===== src/rtl/hazard_ctrl_if.sv =====
// Signal bundle between the 5-stage pipeline and hazard_ctrl.
// master: pipeline side (drives hazard inputs, consumes stall/flush/forward).
// slave : hazard_ctrl side.
interface hazard_ctrl_if;
   logic [4:0]  rs1_d;
   logic [4:0]  rs2_d;
   logic [4:0]  rs1_e;
   logic [4:0]  rs2_e;
   logic [4:0]  rd_e;
   logic [1:0]  result_src_e;
   logic        pc_src_e;
   logic [4:0]  rd_m;
   logic [4:0]  rd_w;
   logic        reg_write_m;
   logic        reg_write_w;
   logic        mem_req_m;
   logic        mem_ready;
   logic [1:0]  forward_a_e;
   logic [1:0]  forward_b_e;
   logic        stall_f;
   logic        stall_d;
   logic        stall_e;
   logic        stall_m;
   logic        flush_d;
   logic        flush_e;
   logic        flush_w;
   logic        mem_err;
   logic [31:0] stall_cycles;
   logic [31:0] flush_count;

   modport master (
      output rs1_d, rs2_d, rs1_e, rs2_e, rd_e, result_src_e, pc_src_e,
             rd_m, rd_w, reg_write_m, reg_write_w, mem_req_m, mem_ready,
      input  forward_a_e, forward_b_e, stall_f, stall_d, stall_e, stall_m,
             flush_d, flush_e, flush_w, mem_err, stall_cycles, flush_count
   );

   modport slave (
      input  rs1_d, rs2_d, rs1_e, rs2_e, rd_e, result_src_e, pc_src_e,
             rd_m, rd_w, reg_write_m, reg_write_w, mem_req_m, mem_ready,
      output forward_a_e, forward_b_e, stall_f, stall_d, stall_e, stall_m,
             flush_d, flush_e, flush_w, mem_err, stall_cycles, flush_count
   );
endinterface


===== src/rtl/hazard_ctrl.sv =====
// Hazard/sequencing controller for the 5-stage pipeline: operand forwarding,
// load-use stalls, branch/jump flushes and data-memory wait handling with a
// timeout that drops the stuck access and pulses mem_err.
// Optional feature: define HAZARD_PERF_CNT_EN to build the 32-bit stall/flush
// performance counters; otherwise both counter outputs are tied to zero.
module hazard_ctrl #(
   parameter int MEM_TIMEOUT = 16
) (
   input  logic          clk,
   input  logic          rst,
   hazard_ctrl_if.slave  hif
);

   localparam int CNT_W = $clog2(MEM_TIMEOUT + 1);
   localparam logic [CNT_W-1:0] CNT_LAST = CNT_W'(MEM_TIMEOUT - 1);
   localparam logic [CNT_W-1:0] CNT_ONE  = CNT_W'(1);

   typedef enum logic [1:0] {
      RUN      = 2'd0,
      MEM_WAIT = 2'd1,
      MEM_ERR  = 2'd2
   } state_t;

   state_t           state_q, state_d;
   logic [CNT_W-1:0] wait_cnt_q, wait_cnt_d;

   logic [1:0] fwd_a, fwd_b;
   logic       lw_stall, mem_hold;
   logic       stall_f, stall_d, stall_e, stall_m;
   logic       flush_d, flush_e, flush_w, mem_err;

   // x0 is never forwarded; the younger M-stage result beats the W-stage one.
   function automatic logic [1:0] fwd_sel(input logic [4:0] rs,
                                          input logic       wr_m, input logic [4:0] rd_m,
                                          input logic       wr_w, input logic [4:0] rd_w);
      if (wr_m && (rd_m != 5'd0) && (rd_m == rs))
         return 2'b10;
      else if (wr_w && (rd_w != 5'd0) && (rd_w == rs))
         return 2'b01;
      else
         return 2'b00;
   endfunction

   // State register and memory-wait counter.
   always_ff @(posedge clk or posedge rst) begin
      if (rst) begin
         state_q    <= RUN;
         wait_cnt_q <= '0;
      end else begin
         state_q    <= state_d;
         wait_cnt_q <= wait_cnt_d;
      end
   end

   // Next-state logic and combinational stall/flush/forward outputs.
   always_comb begin
      state_d    = state_q;
      wait_cnt_d = wait_cnt_q;
      fwd_a      = 2'b00;
      fwd_b      = 2'b00;
      stall_f    = 1'b0;
      stall_d    = 1'b0;
      stall_e    = 1'b0;
      stall_m    = 1'b0;
      flush_d    = 1'b0;
      flush_e    = 1'b0;
      flush_w    = 1'b0;
      mem_err    = 1'b0;

      lw_stall = (hif.result_src_e == 2'b01) && (hif.rd_e != 5'd0) &&
                 ((hif.rd_e == hif.rs1_d) || (hif.rd_e == hif.rs2_d));
      mem_hold = hif.mem_req_m && !hif.mem_ready;

      if (!rst) begin
         fwd_a = fwd_sel(hif.rs1_e, hif.reg_write_m, hif.rd_m, hif.reg_write_w, hif.rd_w);
         fwd_b = fwd_sel(hif.rs2_e, hif.reg_write_m, hif.rd_m, hif.reg_write_w, hif.rd_w);

         if (state_q == MEM_ERR) begin
            // M advances so the stuck access is dropped; older stages still hold.
            mem_err    = 1'b1;
            flush_w    = 1'b1;
            stall_f    = 1'b1;
            stall_d    = 1'b1;
            stall_e    = 1'b1;
            state_d    = RUN;
            wait_cnt_d = '0;
         end else begin
            if (mem_hold) begin
               // Freeze the whole front; branch and load-use handling wait.
               stall_f = 1'b1;
               stall_d = 1'b1;
               stall_e = 1'b1;
               stall_m = 1'b1;
               flush_w = 1'b1;
            end else begin
               stall_f = lw_stall;
               stall_d = lw_stall;
               flush_d = hif.pc_src_e;
               flush_e = lw_stall | hif.pc_src_e;
            end

            if (state_q == RUN) begin
               if (mem_hold) begin
                  state_d    = MEM_WAIT;
                  wait_cnt_d = CNT_ONE;
               end
            end else begin
               // Ready on the timeout cycle wins over the abort.
               if (hif.mem_ready) begin
                  state_d    = RUN;
                  wait_cnt_d = '0;
               end else if (wait_cnt_q == CNT_LAST) begin
                  state_d = MEM_ERR;
               end else begin
                  wait_cnt_d = wait_cnt_q + CNT_ONE;
               end
            end
         end
      end
   end

   assign hif.forward_a_e = fwd_a;
   assign hif.forward_b_e = fwd_b;
   assign hif.stall_f     = stall_f;
   assign hif.stall_d     = stall_d;
   assign hif.stall_e     = stall_e;
   assign hif.stall_m     = stall_m;
   assign hif.flush_d     = flush_d;
   assign hif.flush_e     = flush_e;
   assign hif.flush_w     = flush_w;
   assign hif.mem_err     = mem_err;

`ifdef HAZARD_PERF_CNT_EN
   logic [31:0] stall_cnt_q, flush_cnt_q;

   // Free-running performance counters, wrapping at 2^32.
   always_ff @(posedge clk or posedge rst) begin
      if (rst) begin
         stall_cnt_q <= '0;
         flush_cnt_q <= '0;
      end else begin
         if (stall_f)
            stall_cnt_q <= stall_cnt_q + 32'd1;
         if (flush_d | flush_e)
            flush_cnt_q <= flush_cnt_q + 32'd1;
      end
   end

   assign hif.stall_cycles = stall_cnt_q;
   assign hif.flush_count  = flush_cnt_q;
`else
   assign hif.stall_cycles = '0;
   assign hif.flush_count  = '0;
`endif

endmodule


===== src/flat_wrapper.sv =====
// flat-port wrapper written by rule: the top's interface ports become plain ports
module hazard_ctrl_flat 
#(
   parameter int MEM_TIMEOUT = 16
)
  (clk, rst, hif_rs1_d, hif_rs2_d, hif_rs1_e, hif_rs2_e, hif_rd_e, hif_result_src_e, hif_pc_src_e, hif_rd_m, hif_rd_w, hif_reg_write_m, hif_reg_write_w, hif_mem_req_m, hif_mem_ready, hif_forward_a_e, hif_forward_b_e, hif_stall_f, hif_stall_d, hif_stall_e, hif_stall_m, hif_flush_d, hif_flush_e, hif_flush_w, hif_mem_err, hif_stall_cycles, hif_flush_count);
  hazard_ctrl_if hif_i ();
  input  logic clk;
  input  logic rst;
  input wire logic [$bits(hif_i.rs1_d)-1:0] hif_rs1_d;
  input wire logic [$bits(hif_i.rs2_d)-1:0] hif_rs2_d;
  input wire logic [$bits(hif_i.rs1_e)-1:0] hif_rs1_e;
  input wire logic [$bits(hif_i.rs2_e)-1:0] hif_rs2_e;
  input wire logic [$bits(hif_i.rd_e)-1:0] hif_rd_e;
  input wire logic [$bits(hif_i.result_src_e)-1:0] hif_result_src_e;
  input wire logic [$bits(hif_i.pc_src_e)-1:0] hif_pc_src_e;
  input wire logic [$bits(hif_i.rd_m)-1:0] hif_rd_m;
  input wire logic [$bits(hif_i.rd_w)-1:0] hif_rd_w;
  input wire logic [$bits(hif_i.reg_write_m)-1:0] hif_reg_write_m;
  input wire logic [$bits(hif_i.reg_write_w)-1:0] hif_reg_write_w;
  input wire logic [$bits(hif_i.mem_req_m)-1:0] hif_mem_req_m;
  input wire logic [$bits(hif_i.mem_ready)-1:0] hif_mem_ready;
  output wire logic [$bits(hif_i.forward_a_e)-1:0] hif_forward_a_e;
  output wire logic [$bits(hif_i.forward_b_e)-1:0] hif_forward_b_e;
  output wire logic [$bits(hif_i.stall_f)-1:0] hif_stall_f;
  output wire logic [$bits(hif_i.stall_d)-1:0] hif_stall_d;
  output wire logic [$bits(hif_i.stall_e)-1:0] hif_stall_e;
  output wire logic [$bits(hif_i.stall_m)-1:0] hif_stall_m;
  output wire logic [$bits(hif_i.flush_d)-1:0] hif_flush_d;
  output wire logic [$bits(hif_i.flush_e)-1:0] hif_flush_e;
  output wire logic [$bits(hif_i.flush_w)-1:0] hif_flush_w;
  output wire logic [$bits(hif_i.mem_err)-1:0] hif_mem_err;
  output wire logic [$bits(hif_i.stall_cycles)-1:0] hif_stall_cycles;
  output wire logic [$bits(hif_i.flush_count)-1:0] hif_flush_count;
  assign hif_i.rs1_d = hif_rs1_d;
  assign hif_i.rs2_d = hif_rs2_d;
  assign hif_i.rs1_e = hif_rs1_e;
  assign hif_i.rs2_e = hif_rs2_e;
  assign hif_i.rd_e = hif_rd_e;
  assign hif_i.result_src_e = hif_result_src_e;
  assign hif_i.pc_src_e = hif_pc_src_e;
  assign hif_i.rd_m = hif_rd_m;
  assign hif_i.rd_w = hif_rd_w;
  assign hif_i.reg_write_m = hif_reg_write_m;
  assign hif_i.reg_write_w = hif_reg_write_w;
  assign hif_i.mem_req_m = hif_mem_req_m;
  assign hif_i.mem_ready = hif_mem_ready;
  assign hif_forward_a_e = hif_i.forward_a_e;
  assign hif_forward_b_e = hif_i.forward_b_e;
  assign hif_stall_f = hif_i.stall_f;
  assign hif_stall_d = hif_i.stall_d;
  assign hif_stall_e = hif_i.stall_e;
  assign hif_stall_m = hif_i.stall_m;
  assign hif_flush_d = hif_i.flush_d;
  assign hif_flush_e = hif_i.flush_e;
  assign hif_flush_w = hif_i.flush_w;
  assign hif_mem_err = hif_i.mem_err;
  assign hif_stall_cycles = hif_i.stall_cycles;
  assign hif_flush_count = hif_i.flush_count;
  hazard_ctrl #(.MEM_TIMEOUT(MEM_TIMEOUT)) u_core (.clk(clk), .rst(rst), .hif(hif_i));
endmodule

===== config.mk =====
export PLATFORM = sky130hd
export DESIGN_NAME = hazard_ctrl_flat
export DESIGN_NICKNAME = d
export VERILOG_FILES = /design/src/rtl/hazard_ctrl_if.sv /design/src/rtl/hazard_ctrl.sv /design/src/flat_wrapper.sv
export SDC_FILE = /design/constraint.sdc
export NUM_CORES = 1
export LEC_CHECK = 0
export CAP_MARGIN = 20
export CELL_PAD_IN_SITES_DETAIL_PLACEMENT = 0
export CELL_PAD_IN_SITES_GLOBAL_PLACEMENT = 2
export CORE_MARGIN = 5
export CORE_UTILIZATION = 33
export CTS_CLUSTER_DIAMETER = 80
export DETAILED_ROUTE_END_ITERATION = 16
export DONT_BUFFER_PORTS = 1
export HOLD_SLACK_MARGIN = 0.08
export PLACE_DENSITY_LB_ADDON = 0.1
export SYNTH_ARGS = -nofsm -noshare
export SYNTH_HDL_FRONTEND = slang
export SYNTH_SLANG_ARGS = --single-unit

===== constraint.sdc =====
create_clock -name clk -period 3.4 [get_ports clk]
set_input_delay 0.34 -clock clk [delete_from_list [all_inputs] [get_ports clk]]
set_output_delay 0.34 -clock clk [all_outputs]
set_load 0.05 [all_outputs]

# After elaboration in Yosys (flattened, before gate mapping)
# Cells that the tools add are included.
# classes
n_addsub	1
n_eq_ne	11
n_mux	32
n_bitwise	2
n_reduce_logical	18
# ops
cell	n
$eq A5 B5 Y1	6
$mux W5	5
$mux W1	18
$mux W2	9
$reduce_bool A5 Y1	3
$logic_and A1 B1 Y1	9
$reduce_and A3 Y1	2
$add A5 B1 Y5 const B	1
$eq A5 B4 Y1 const B	1
$ne A4 B2 Y1 const B	1
$reduce_bool A4 Y1	1
$ne A3 B1 Y1 const B	1
$eq A2 B1 Y1 const B	1
$eq A2 B2 Y1 const B	1
$logic_not A2 Y1	1
$logic_not A1 Y1	1
$logic_or A1 B1 Y1	1
$not A1 Y1	1
$or A1 B1 Y1	1
# word_totals
reg_bits	7
output_inout_bits	76
word_cells	66

# Depth between registers and ports, before layout
# logic_depth
word_depth	7
mapped_depth	7
depth_no_buf	7

# Least setup slack after synthesis
# No wires, ideal clock.
# synth_path
path_type	register to output
from	register u_core.state_q[0]
to	output hif_stall_f
t_arrival_ns	2.350
required_time_ns	3.060
path_slack_ns	0.710
path_stages_with_launch	5
path_buffers	1
cell_sequence	dfrtp_1 -> nand2b_1 -> a21oi_1 -> o21bai_1 -> buf_4
# synth_via
elab_chain_len	3
# synth_rtl
element	line_no	rtl
start, declared	hazard_ctrl.sv:24	state_t state_q, state_d;
start signal, assigned	hazard_ctrl.sv:50	state_q <= state_d;
$eq A2 B2 Y1	hazard_ctrl.sv:78	if (state_q == MEM_ERR) begin
$mux W1 (2 in series)	--	
end, declared	flat_wrapper.sv:25	output wire logic [$bits(hif_i.stall_f)-1:0] hif_stall_f;
# No other way between the ends.

# Worst setup path in the final report
# layout_path
from	input rst
to	output hif_flush_e
# layout_via
elab_chain_len	1
# layout_rtl
element	line_no	rtl
start, declared	flat_wrapper.sv:9	input logic rst;
$mux W1	hazard_ctrl.sv:74	if (!rst) begin
end, declared	flat_wrapper.sv:30	output wire logic [$bits(hif_i.flush_e)-1:0] hif_flush_e;
# No other way between the ends.

==> run summary <==
status - finished, final reports clean
placement-stage cell area - 0.00122 mm2
NetSw - 251 uW
Post-CTS Setup Bufs - 0
Post-synth EDFFs - 0
sequential power share - 21.2%
Vias/cell - 4.24
Die H - 74.1 um
DIE WIDTH - 74.1 um
Slew Viols, Final - 0
count leader, synth - buf_4
Mapped Area - 0.00136 mm2
GP Congestion - 0.752
total iterations of the first detailed-routing run - 4
Non-Filler Instances - 231
Cell Chain, Critical Path - dlygate4sd3_1 > inv_2 > and3_1 > and2_1 > o21bai_1
crit-path max FO - 13
Antenna Cells - 0
Final Hold Viols - 0
Crit path arrival time - 2.35 ns
worst reg2reg setup slack - 1.53 ns
final-stage net count - 228
Design Area, Final - 0.00128 mm2
Synth top cells by count - buf_4 (66), xor2_1 (20), xnor2_1 (10), dfrtp_1 (7), o21ai_0 (7)
Yosys top cell area share - 36.5%
core area - 0.00400 mm2
Setup Skew - 0.00384 ns
die area - 0.00550 mm2
Int Pwr - 209 uW
post-route setup TNS - 0 ns
Fillers - 447
post-route clock period utilization - 79.0%
crit path launch - rst
P per Cell Area - 361 mW/mm2
I/O pin cnt - 120
VDD IR max - 0.101 mV
leakage power - 0.597 nW
Global Route Usage Sum - 10.4%
combinational group share of total power - 53.3%
largest net degree at the start of global routing - 14
synth top area cells - buf_4 (36%), dfrtp_1 (13%), xor2_1 (13%), xnor2_1 (6.5%), or4_1 (3.3%)
post-synthesis cell type count - 31
minimum clock period - 2.69 ns
CP Buf/Inv Count - 2
Seq/Total Area, Yosys - 12.9%
Worst setup SP type - input port
CTS max path bufs - 2
Clock Pin Slew Worst Setup and Hold Paths - 0.04 ns
Overflow after GRT - 0
# setup viols final - 0
CTS HTree Levels - 1
Worst-Margin Slew - 0.991 ns
CP peak stage delay - 0.56 ns
Clk pwr share - 25.5%
kind of critical path - input port to primary output
initial antenna violation count - 0
Critical Path RT - 3.06 ns
Row Count - 23
first-pass GRT wire length - 4.51 mm
Crit. path cell count - 5
Reg2Reg Depth - 7
via count - 979
Detailed Place HPWL - 2.80 mm
RSZ-0062 raised after global routing - no
hold depth - 2
Clock Latency Late Sink - 0.23 ns
Sw Share - 54.5%
max_cap viols - 0
Worst Hold Class - input port to flop
Worst path top cell family by delay - buffers and inverters
layout cell share with drive strength beyond 1 - 9.39%
CTS tree - yes
total CTS buffers - 3
fmax - 0.372 GHz
synthesized area per cell - 7.80 um2
cell taking the most area after synthesis - buf_4
CTS root buffer - clkbuf_8
Clock Sinks - 7
RR Startpoint - u_core.wait_cnt_q[0]
vias in the first global route - 1,025
Yosys warning total - 0
cell count after synthesis - 174
area grow syn2layout - -5.99%
WL/cell - 13.5 um
DRT antenna net count - 0
Post-Place Cells - 226
Residual DRC - 0
DRT iter0 DRCs - 12
crit path capture - hif_flush_e
ys flop type - dfrtp_1
CP max stage cell - dlygate4sd3_1
Worst R2R End - u_core.wait_cnt_q[3]
drt total wl - 3.11 mm
slew margin rel. - 33.8%
initial core utilization - 33.9%
quantity of I/O buffers inserted on ports - 0
Synth Register Bits - 7
Worst setup EP type - primary output
Async S/R FF share, synth - 100%
-- per-stage QoR --
stage	hold WS (ns)	setup WS (ns)	utilization (%)	total power, mW
floorplan	0.294	0.710	-	0.384
global placement	0.170	1.27	30.5	0.340
detailed placement	0.172	1.26	30.5	0.341
CTS	0.286	0.675	31.9	0.461
global route	0.305	0.603	31.9	0.484
finish	0.285	0.712	31.9	0.460
-- what timing repair did --
item | CTS | global route
resized for setup | 0 | 0
hold buffers | 1 | 0
endpoints found under the hold margin | 7 | 0
-- logic make-up after synthesis --
logic type,Yosys count,synth area share [%]
other cells,1,0.276
fa+ha+maj,2,1.84
xor+xnor,30,19.4
buf+inv,73,38.5
flops,7,12.9
simple gates,39,16.9
compound gates,22,10.2
-- how the worst min path moves through the flow --
stage / from / to
floorplan: rst / u_core.state_q[0]
global placement: rst / u_core.wait_cnt_q[0]
detailed placement: rst / u_core.wait_cnt_q[4]
CTS: rst / u_core.state_q[0]
global route: rst / u_core.state_q[0]
finish: rst / u_core.state_q[0]
-- state kept, by name, summed over array words and instances (netlist names) --
name / flops
u_core.wait_cnt_q: 5
u_core.state_q: 2
-- cell usage in the layout (no fill, tap or decap), drive strengths merged --
master | netlist | layout
conb | 1 | 64
xor2 | 20 | 20
xnor2 | 10 | 10
o21ai | 8 | 8
dfrtp | 7 | 7
nor2 | 6 | 6
or4 | 6 | 6
buf | 67 | 6
inv | 6 | 6
a21oi | 6 | 6
nand2b | 5 | 5
nand2 | 5 | 5
nor4 | 5 | 5
nor3 | 4 | 4
clkbuf | 0 | 4
nand3 | 2 | 2
and3 | 2 | 2
o2111ai | 2 | 2
ha | 2 | 2
o21bai | 2 | 2
a21o | 1 | 1
or3 | 1 | 1
nor2b | 1 | 1
a221o | 1 | 1
nand4 | 1 | 1
o211ai | 1 | 1
a22oi | 1 | 1
and2 | 1 | 1
dlygate4sd3 | 0 | 1
-- cell type report --
| class | count | area (um2) | area share [%] |
|---|---|---|---|
| inverter | 6 | 22.5 | 1.76 |
| multi-input combinational | 157 | 916 | 71.8 |
| sequential | 7 | 175 | 13.7 |
| timing repair buffer | 7 | 55.1 | 4.31 |
| clock buffer | 4 | 45.0 | 3.53 |
| tap | 50 | 62.6 | 4.90 |
-- per-layer routing --
layer	up-vias	global-route usage, %	part of all wire, %
li1	465	-	-
met1	420	9.25	31
met2	89	19.9	48
met3	5	5.14	20
met4	0	4.23	1.5
met5	-	0	0
-- power by group through the flow --
stage                     registers [mW]  logic (mW)  clock network [mW]
after floorplan                   0.0961       0.288                   0
after detailed placement          0.0985       0.242                   0
final                             0.0974       0.245               0.117
after global placement            0.0982       0.242                   0
after global routing              0.0984       0.259               0.126
after CTS                         0.0974       0.244               0.120
-- worst reg2reg max path: cells and delay by family (launching register included) --
| kind | cells | cell delay, ns |
|---|---|---|
| adders and majority gates | 2 | 0.50 |
| DFF | 1 | 0.41 |
| AOI/OAI and AO/OA | 1 | 0.09 |
| buffers and inverters | 1 | 0.10 |
| and+or+nand+nor | 3 | 0.69 |
(Power assumes the default switching activity.)
